**config.mk**
```make
export PLATFORM = sky130hd
export DESIGN_NAME = y_vector_writer
export DESIGN_NICKNAME = d
export VERILOG_FILES = /design/src/rtl/y_vector_writer.sv
export SDC_FILE = /design/constraint.sdc
export NUM_CORES = 2
export LEC_CHECK = 0
export CAP_MARGIN = 20
export CORE_MARGIN = 1.5
export CORE_UTILIZATION = 66
export DETAILED_ROUTE_END_ITERATION = 16
export PLACE_DENSITY = 0.84
export SLEW_MARGIN = 25
export SYNTH_ARGS = -nofsm -noshare
export SYNTH_HDL_FRONTEND = slang
export SYNTH_SLANG_ARGS = --single-unit
```
**constraint.sdc**
```tcl
create_clock -name clk -period 11.1 [get_ports clk]
set_input_delay 1.11 -clock clk [delete_from_list [all_inputs] [get_ports clk]]
set_output_delay 1.11 -clock clk [all_outputs]
set_load 0.02 [all_outputs]
```
**src/rtl/y_vector_writer.sv**
```systemverilog
// Drains finished y row sums: buffers them, converts the 66-bit internal float to an
// IEEE double, writes them sequentially to y[] and raises done once every write is acked.
module y_vector_writer #(
  parameter int unsigned FIFO_DEPTH        = 32,
  parameter int unsigned ALMOST_FULL_COUNT = 16,
  parameter int unsigned ADDR_WIDTH        = 48
) (
  input  logic                  clk,
  input  logic                  rst,
  input  logic                  start,
  input  logic [ADDR_WIDTH-1:0] y_base_addr,
  input  logic [31:0]           y_row_count,
  input  logic                  push_y,
  input  logic [65:0]           v_y,
  output logic                  y_almost_full,
  output logic                  mem_req_valid,
  output logic [ADDR_WIDTH-1:0] mem_req_addr,
  output logic [63:0]           mem_req_data,
  input  logic                  mem_req_stall,
  input  logic                  mem_rsp_valid,
  output logic                  done,
  output logic                  overflow_err
);

  localparam int unsigned PTR_W = $clog2(FIFO_DEPTH);
  localparam int unsigned OCC_W = $clog2(FIFO_DEPTH + 1);

  typedef enum logic [1:0] {
    S_IDLE  = 2'd0,
    S_RUN   = 2'd1,
    S_DRAIN = 2'd2,
    S_DONE  = 2'd3
  } state_t;

  state_t r_state;
  state_t w_state_nxt;

  logic [63:0]           r_mem [FIFO_DEPTH];
  logic [PTR_W-1:0]      r_wr_ptr;
  logic [PTR_W-1:0]      r_rd_ptr;
  logic [OCC_W-1:0]      r_fifo_cnt;
  logic [OCC_W-1:0]      r_occ;
  logic [ADDR_WIDTH-1:0] r_base_addr;
  logic [ADDR_WIDTH-1:0] r_next_addr;
  logic [31:0]           r_row_count;
  logic [31:0]           r_accepted;
  logic [31:0]           r_issued;
  logic [31:0]           r_acked;
  logic                  r_req_valid;
  logic [ADDR_WIDTH-1:0] r_req_addr;
  logic [63:0]           r_req_data;
  logic                  r_done;
  logic                  r_almost_full;
  logic                  r_overflow;

  logic                  w_start;
  logic                  w_taken;
  logic                  w_pop;
  logic                  w_full;
  logic                  w_accept;
  logic                  w_ack;
  logic [OCC_W-1:0]      w_occ_nxt;
  logic [63:0]           w_conv;

  // Occupancy counts the held request too, so total storage equals FIFO_DEPTH.
  assign w_start   = start && ((r_state == S_IDLE) || (r_state == S_DONE));
  assign w_taken   = r_req_valid && !mem_req_stall;
  assign w_pop     = (r_fifo_cnt != '0) && (!r_req_valid || w_taken);
  assign w_full    = (r_occ == OCC_W'(FIFO_DEPTH));
  assign w_accept  = push_y && (r_state == S_RUN) && (r_accepted < r_row_count)
                     && (!w_full || w_taken);
  assign w_ack     = mem_rsp_valid && ((r_state == S_RUN) || (r_state == S_DRAIN))
                     && (r_acked < r_row_count);
  assign w_occ_nxt = r_occ + OCC_W'(w_accept) - OCC_W'(w_taken);

  // Internal float to IEEE double, selected by the exception field.
  always_comb begin
    w_conv = 64'h7FF8_0000_0000_0000;
    unique case (v_y[65:64])
      2'b00:   w_conv = {v_y[63], 63'b0};
      2'b01:   w_conv = v_y[63:0];
      2'b10:   w_conv = {v_y[63], 11'h7FF, 52'b0};
      default: w_conv = 64'h7FF8_0000_0000_0000;
    endcase
  end

  always_ff @(posedge clk) begin
    if (rst) r_state <= S_IDLE;
    else     r_state <= w_state_nxt;
  end

  always_comb begin
    w_state_nxt = r_state;
    unique case (r_state)
      S_IDLE, S_DONE: if (start) w_state_nxt = (y_row_count == 32'd0) ? S_DONE : S_RUN;
      S_RUN:          if (r_issued == r_row_count) w_state_nxt = S_DRAIN;
      S_DRAIN:        if (r_acked == r_row_count) w_state_nxt = S_DONE;
      default:        w_state_nxt = S_IDLE;
    endcase
  end

  always_ff @(posedge clk) begin
    if (w_accept) r_mem[r_wr_ptr] <= w_conv;
  end

  always_ff @(posedge clk) begin
    if (rst) begin
      r_wr_ptr      <= '0;
      r_rd_ptr      <= '0;
      r_fifo_cnt    <= '0;
      r_occ         <= '0;
      r_base_addr   <= '0;
      r_next_addr   <= '0;
      r_row_count   <= '0;
      r_accepted    <= '0;
      r_issued      <= '0;
      r_acked       <= '0;
      r_req_valid   <= 1'b0;
      r_req_addr    <= '0;
      r_req_data    <= '0;
      r_done        <= 1'b0;
      r_almost_full <= 1'b0;
      r_overflow    <= 1'b0;
    end else begin
      r_done        <= (w_state_nxt == S_DONE);
      r_almost_full <= (w_occ_nxt >= OCC_W'(ALMOST_FULL_COUNT));
      r_occ         <= w_occ_nxt;
      r_fifo_cnt    <= r_fifo_cnt + OCC_W'(w_accept) - OCC_W'(w_pop);
      if (push_y && !w_accept) r_overflow <= 1'b1;
      if (w_accept) begin
        r_wr_ptr   <= r_wr_ptr + PTR_W'(1);
        r_accepted <= r_accepted + 32'd1;
      end
      if (w_taken) r_issued <= r_issued + 32'd1;
      if (w_ack)   r_acked  <= r_acked + 32'd1;
      // Output register: refill from the head whenever it is empty or being taken.
      if (w_pop) begin
        r_rd_ptr    <= r_rd_ptr + PTR_W'(1);
        r_req_valid <= 1'b1;
        r_req_addr  <= r_next_addr;
        r_req_data  <= r_mem[r_rd_ptr];
        r_next_addr <= r_next_addr + ADDR_WIDTH'(8);
      end else if (w_taken) begin
        r_req_valid <= 1'b0;
      end
      if (w_start) begin
        r_base_addr <= y_base_addr;
        r_next_addr <= y_base_addr;
        r_row_count <= y_row_count;
        r_accepted  <= '0;
        r_issued    <= '0;
        r_acked     <= '0;
      end
    end
  end

  assign y_almost_full = r_almost_full;
  assign mem_req_valid = r_req_valid;
  assign mem_req_addr  = r_req_addr;
  assign mem_req_data  = r_req_data;
  assign done          = r_done;
  assign overflow_err  = r_overflow;

endmodule

```
Word level (Yosys, flattened, before mapping)
Memories as Yosys holds them, arrays and structs flattened. A register that Yosys moved wholly into a read port is not among the register bits. Cells that the tools add are included.

Output and inout port bits: 116. Flip-flop bits (word level): 252. Bits of input ports: 152. Memory bits (writable): 2048. Logic and storage cells: 75. Memories kept: 1.

Memories: r_mem (depth 32, width 64, rd ports 1, clocked after memory_dff 1, write ports 1, RTL line 38) `logic [63:0] r_mem [FIFO_DEPTH];`.

Muxes and demuxes: 12. Add/subtract/negate cells: 10. Reductions and logical operators: 25. Equal/unequal tests: 9. Magnitude comparators: 3.

Operators with widths (count): $pmux 64 s3 (1); $add 32x1->32 const B (3); $mux 48 (2); $eq 32x32->1 (2); $lt 32x32->1 (2); $add 48x4->48 const B (1); $logic_not 32->1 (1); $add 6x1->6 (2); $sub 6x1->6 (2); $add 5x1->5 const B (2); $logic_and 1x1->1 (9); $eq 2x2->1 const B (4); $mux 2 (4); $eq 6x6->1 const B (1); $ge 6x5->1 const B (1); $pmux 2 s3 (1); $reduce_bool 6->1 (1); $eq 2x1->1 const B (2); $logic_not 1->1 (4); $logic_not 2->1 (2); $logic_or 1x1->1 (4); $mux 1 (4); $reduce_bool 2->1 (2); $reduce_or 2->1 (2).

Longest topological paths before layout
Depth after elaboration: 7. Depth in mapped cells: 20. Mapped depth without buffers: 20.

Worst setup path before layout
Ideal clock, no wire load.

Path kind: reg2reg. From: register r_row_count[19]. To: memory r_mem[10][0], enable pin. Clock period less this slack: 4.057 ns. Data arrival time: 3.628 ns. Path slack: 7.043 ns. Stages on the path, launching flop included: 11. Data required time: 10.671 ns. Library setup time: 0.429 ns. Buffers on the path: 1. Cells stage by stage: dfxtp_1 > inv_1 > ha_1 > a21oi_1 > o21ai_0 > a221oi_1 > o211ai_1 > a21o_2 > nor2_1 > clkbuf_1 > and3_1.

Longest elaborated chain between the ends: 5.

Ends and longest elaborated chain: from (decl) (RTL line 45) `logic [31:0] r_row_count;`; from (signal assigned) (RTL line 149) `r_row_count <= y_row_count;`; $lt 32x32->1 (RTL line 70) `assign w_accept = push_y && (r_state == S_RUN) && (r_accepted < r_row_count)`; $logic_and 1x1->1 (RTL line 70); $logic_and 1x1->1 (RTL line 71) `&& (!w_full || w_taken);`; $mux 1 (RTL line 103) `if (w_accept) r_mem[r_wr_ptr] <= w_conv;`; $mux 1 (implied by the code) (RTL line 103); to (decl) (RTL line 38).

Every way passes these cells.

==> impl.org <==
** Outcome
- Result of the run :: complete, no violations

** Die
- In this run the horizontal extent of the chip is 380 µm.
- From bottom edge to top edge, the die measures 380 µm.
- The core region is 0.141 mm².
- Once the floorplan was initialized, standard cells occupied 66.3% of the core.
- The die covers 0.144 mm².
- In this run the count of I/O pins placed on the die edge is around 270.
- Floorplan row count :: around 140

** Worst setup path
- The critical path in this run is classified as flip-flop to flip-flop.
- Worst EP arrival :: 5.19 ns
- CP startpoint :: r_rd_ptr[1]
- Maximum fanout count along the critical path :: between 100 and 150
- The worst register-to-register path has a depth of 6.
- Startpoint type of the worst setup path :: flip-flop
- CP endpoint :: mem_req_data[23]
- The setup check on the worst reg-to-reg path leaves a slack of around 6.6 ns.
- The endpoint identified for the worst register-to-register timing path is mem_req_data[23].
- Data required time at the worst endpoint :: around 12 ns
- In this run the critical register-to-register path is launched from r_rd_ptr[1].
- Endpoint type of the worst setup path :: flip-flop

** Cells and area
- Proportion of layout cells with a drive suffix above 1 :: 21.6%
- For this run, the number of standard cells in the final layout without fillers is 7279.
- After routing the design area is 0.106 mm².
- Final #Nets :: 5451
- P&R area growth vs syn :: 12.9%

** Clock tree
- Master cell of the clock root buffer :: sky130_fd_sc_hd__clkbuf_16
- After clock tree synthesis, the clock-pin slew on the worst setup and hold paths is 0.07 ns.
- Maximum root-to-sink buffer count :: 3
- TritonCTS created ~220 clock buffers.
- Clock tree from TritonCTS :: yes
- The number of hold buffers added after CTS was 0.
- The clock reaches the later pin of the worst-skew pair after 0.87 ns.
- The H-tree was split into 4 levels.
- In this run the post-CTS setup repair buffer count came out at 0.
- Resized cells post-CTS :: 0
- Clock tree synthesis found a total of 2364 sinks.

** Timing
- The number of pins with negative max-slew slack in the final report came to 0.
- RSZ-0062 raised after global routing :: no
- Relative slew slack :: between 20% and 30%
- Final Hold Violating Endpoints :: 0
- Worst-Margin Slew :: 1.17 ns
- Fin Clk Skew :: approximately 0.045 ns
- Total of endpoints with negative setup slack in the final report :: 0
- The smallest clock period supported by the final layout is computed as approximately 4.5 ns.
- Crit path setup slack, layout :: approximately 6.6 ns
- In the final timing run, aggregate negative setup slack is 0 ns.
- Final Hold Slack :: ~0.45 ns
- Timing-limited maximum frequency :: ~220 MHz
- Final period util :: roughly two fifths

** Yosys
- Top area cells in the synthesized netlist :: sky130_fd_sc_hd__edfxtp_1 66%, sky130_fd_sc_hd__mux4_2 15%, sky130_fd_sc_hd__dfxtp_1 6.8%, sky130_fd_sc_hd__ha_1 1.2%, sky130_fd_sc_hd__nand2_1 1.1%
- Seq cells post-synth :: 2364
- Synthesis produced approximately 4900 cells.
- Library cell occupying the most area in the post-synthesis netlist :: sky130_fd_sc_hd__edfxtp_1
- Main combinational cell family by area after synthesis :: multiplexers
- The share of synthesized area in the top cell type comes to 65.7%.
- Net Count, Synth :: 5165
- Sequential-to-total area share from yosys stat :: between 70 and 80%
- Fraction of the mapped netlist area in compound gates :: 2.52%
- After Yosys synthesis, and, or, nand and nor cells account for around 4.8% of the synthesized area.
- Number of distinct standard cells referenced by the synthesized netlist :: 74
- After Yosys synthesis, full adders, half adders and majority gates account for 1.23% of the synthesized area.
- After synthesis, the share of flip-flops with an asynchronous set or reset is 0%.
- In the synthesized netlist, the cells that appear most often are 2048 x sky130_fd_sc_hd__edfxtp_1, 640 x sky130_fd_sc_hd__mux4_2, 316 x sky130_fd_sc_hd__dfxtp_1.
- Counting flops with a built-in enable in the synthesized netlist gives 2048.
- Cell area after technology mapping :: 0.0936 mm²
- Among all flip-flop cells after synthesis, the most frequent one is sky130_fd_sc_hd__edfxtp_1.
- In the synthesized netlist, mux cells make up between 10% and 20% of the area.
- Warnings, synthesis :: 0
- Xor and xnor area share after synthesis :: 1.01%
- Most repeated cell in the gate-level netlist after synthesis :: sky130_fd_sc_hd__edfxtp_1
- Average footprint of a synthesized cell :: 19.0 µm²

** Detailed routing
- For this block, the initial DRC count from the detailed router was 9741.
- For this block, the routed nets add up to between 200000 and 300000 µm of wire.
- Routed wirelength normalized by instance count :: 37.7 µm
- Post-detailed-route DRC marker count :: 0
- Number of nets with antenna violations after routing :: 0
- The first detailed-routing pass took 8 iterations.
- Via count normalized by instance count :: 7.41
- Total number of vias :: 53915

** Global routing
- Number of global-route vias before repair :: 53251
- Gr usage total :: about 38%
- The first global-routing pass estimated 389000 µm of wire.
- Largest net degree at the start of global routing :: 144
- Antenna violations before repair :: 10
- Global route total overflow :: 0

** Power
- IR analysis of the VDD net gives a maximum drop of 341 µV.
- Leakage component of the power :: 32.5 nW
- Total power divided by cell area :: 226 mW/mm²

** Place
- Total half-perimeter wirelength after legalization and detailed placement :: 139000 µm
- DP Cell Count :: 6876
- The congestion estimate from routability-driven global placement came to 0.858.
- Instance area after placement :: approximately 0.1 mm²
- Before CTS, the worst setup slack after placement is roughly 6.3 ns.
- During placement, the flow inserted port buffers numbering around 270.

** Min path
- In this run the most critical hold path is launched from mem_req_addr[6].
- Path class of the lowest-slack min-delay path :: flip-flop to flip-flop

** Flow run
- Max-cap check violation count :: 0
-- flip-flops by register name, summed over array words and instances, names as in the netlist, 2 cells and up --
register,flops
r_mem,2048
r_issued,32
mem_req_data,64
r_occ,6
r_accepted,32
r_acked,32
mem_req_addr,48
r_rd_ptr,5
r_fifo_cnt,6
r_row_count,32
r_next_addr,48
r_state,2
r_wr_ptr,5
-- critical path, cell delays in order, from the launching register on --
cell and delay [ns]:
sky130_fd_sc_hd__dfxtp_4 0.96, sky130_fd_sc_hd__buf_12 0.55, sky130_fd_sc_hd__buf_4 0.95, sky130_fd_sc_hd__mux4_2 0.44, sky130_fd_sc_hd__mux4_2 0.53, sky130_fd_sc_hd__mux2i_1 0.40
sky130_fd_sc_hd__a211oi_1 0.18
-- placed cells by master (no fill, tap or decap), drive strengths merged, types with 9 or more instances in the layout --
cell           synthesis  final
a211oi               103    103
ha                    89     89
and3                  61     61
inv                   71     75
o21ai                 28     28
or3                   43     43
a311oi                10     10
clkinv                 0     79
nand3                 64     64
and2                  58     58
o31ai                 24     24
nand4                 65     65
nor2b                 12     12
or4                   25     25
clkbuf               193    282
nor4                  25     25
xnor2                 66     66
clkdlybuf4s50          0    266
nor2                 199    199
a21o                  25     25
edfxtp              2048   2048
mux4                 640    640
bufinv                 0     23
dfxtp                316    316
and4                  11     11
xor2                  42     42
nor3                  33     33
nand2                286    286
mux2i                 95     95
a21oi                145    145
clkinvlp               0      9
buf                   88     83
-- how the worst min path moves through the flow --
stage                       endpoint  cells past startpoint  slack, ns
CTS                  mem_req_addr[6]                      2       0.45
global placement     mem_req_addr[2]                      2       0.43
detailed placement   mem_req_addr[6]                      2       0.45
global route        mem_req_addr[15]                      2       0.47
finish               mem_req_addr[6]                      2       0.45
floorplan            mem_req_addr[0]                      2       0.43
-- logic make-up after synthesis --
logic type                 Yosys count
DFF                               2364
and+or+nand+nor                    903
muxes                              736
AOI/OAI and AO/OA                  366
buffers and inverters              354
xor gates and xnor gates           108
adders and majority gates           91
-- layout make-up --
| class | instances | area (µm²) |
|---|---|---|
| fillers | 7279 | 35500 |
| well taps | 1890 | 2360 |
| multi-input cells | 2204 | 24600 |
| diodes | 4 | 10.0 |
| repair buffers | 349 | 3450 |
| inverters | 71 | 277 |
| clock buffers | 282 | 5870 |
| flip-flops and latches | 2364 | 67800 |
| clock inverters | 115 | 1280 |
-- power by group --
| group | internal, mW | switching, mW |
|---|---|---|
| registers | 9.92 | 0.329 |
| clock network | 4.27 | 3.48 |
| logic | 2.62 | 3.30 |
-- metal layers --
layer  vias up  share of wire [%]  track usage, %
met4         6                5.9            19.8
met5         -              0.013               0
met3       928                 12            7.37
li1      20511                  -               -
met2      5280                 49            61.5
met1     27190                 33            49.5
-- through the flow --
step | total power [mW] | utilization, %
2_1_floorplan | 14.2 | -
3_3_place_gp | 15.8 | 69.6
3_5_place_dp | 16.0 | 69.7
4_1_cts | 23.8 | 74.8
5_1_grt | 24.4 | 74.9
6_report | 23.9 | 74.9
Power figures use the tool's default switching activity.
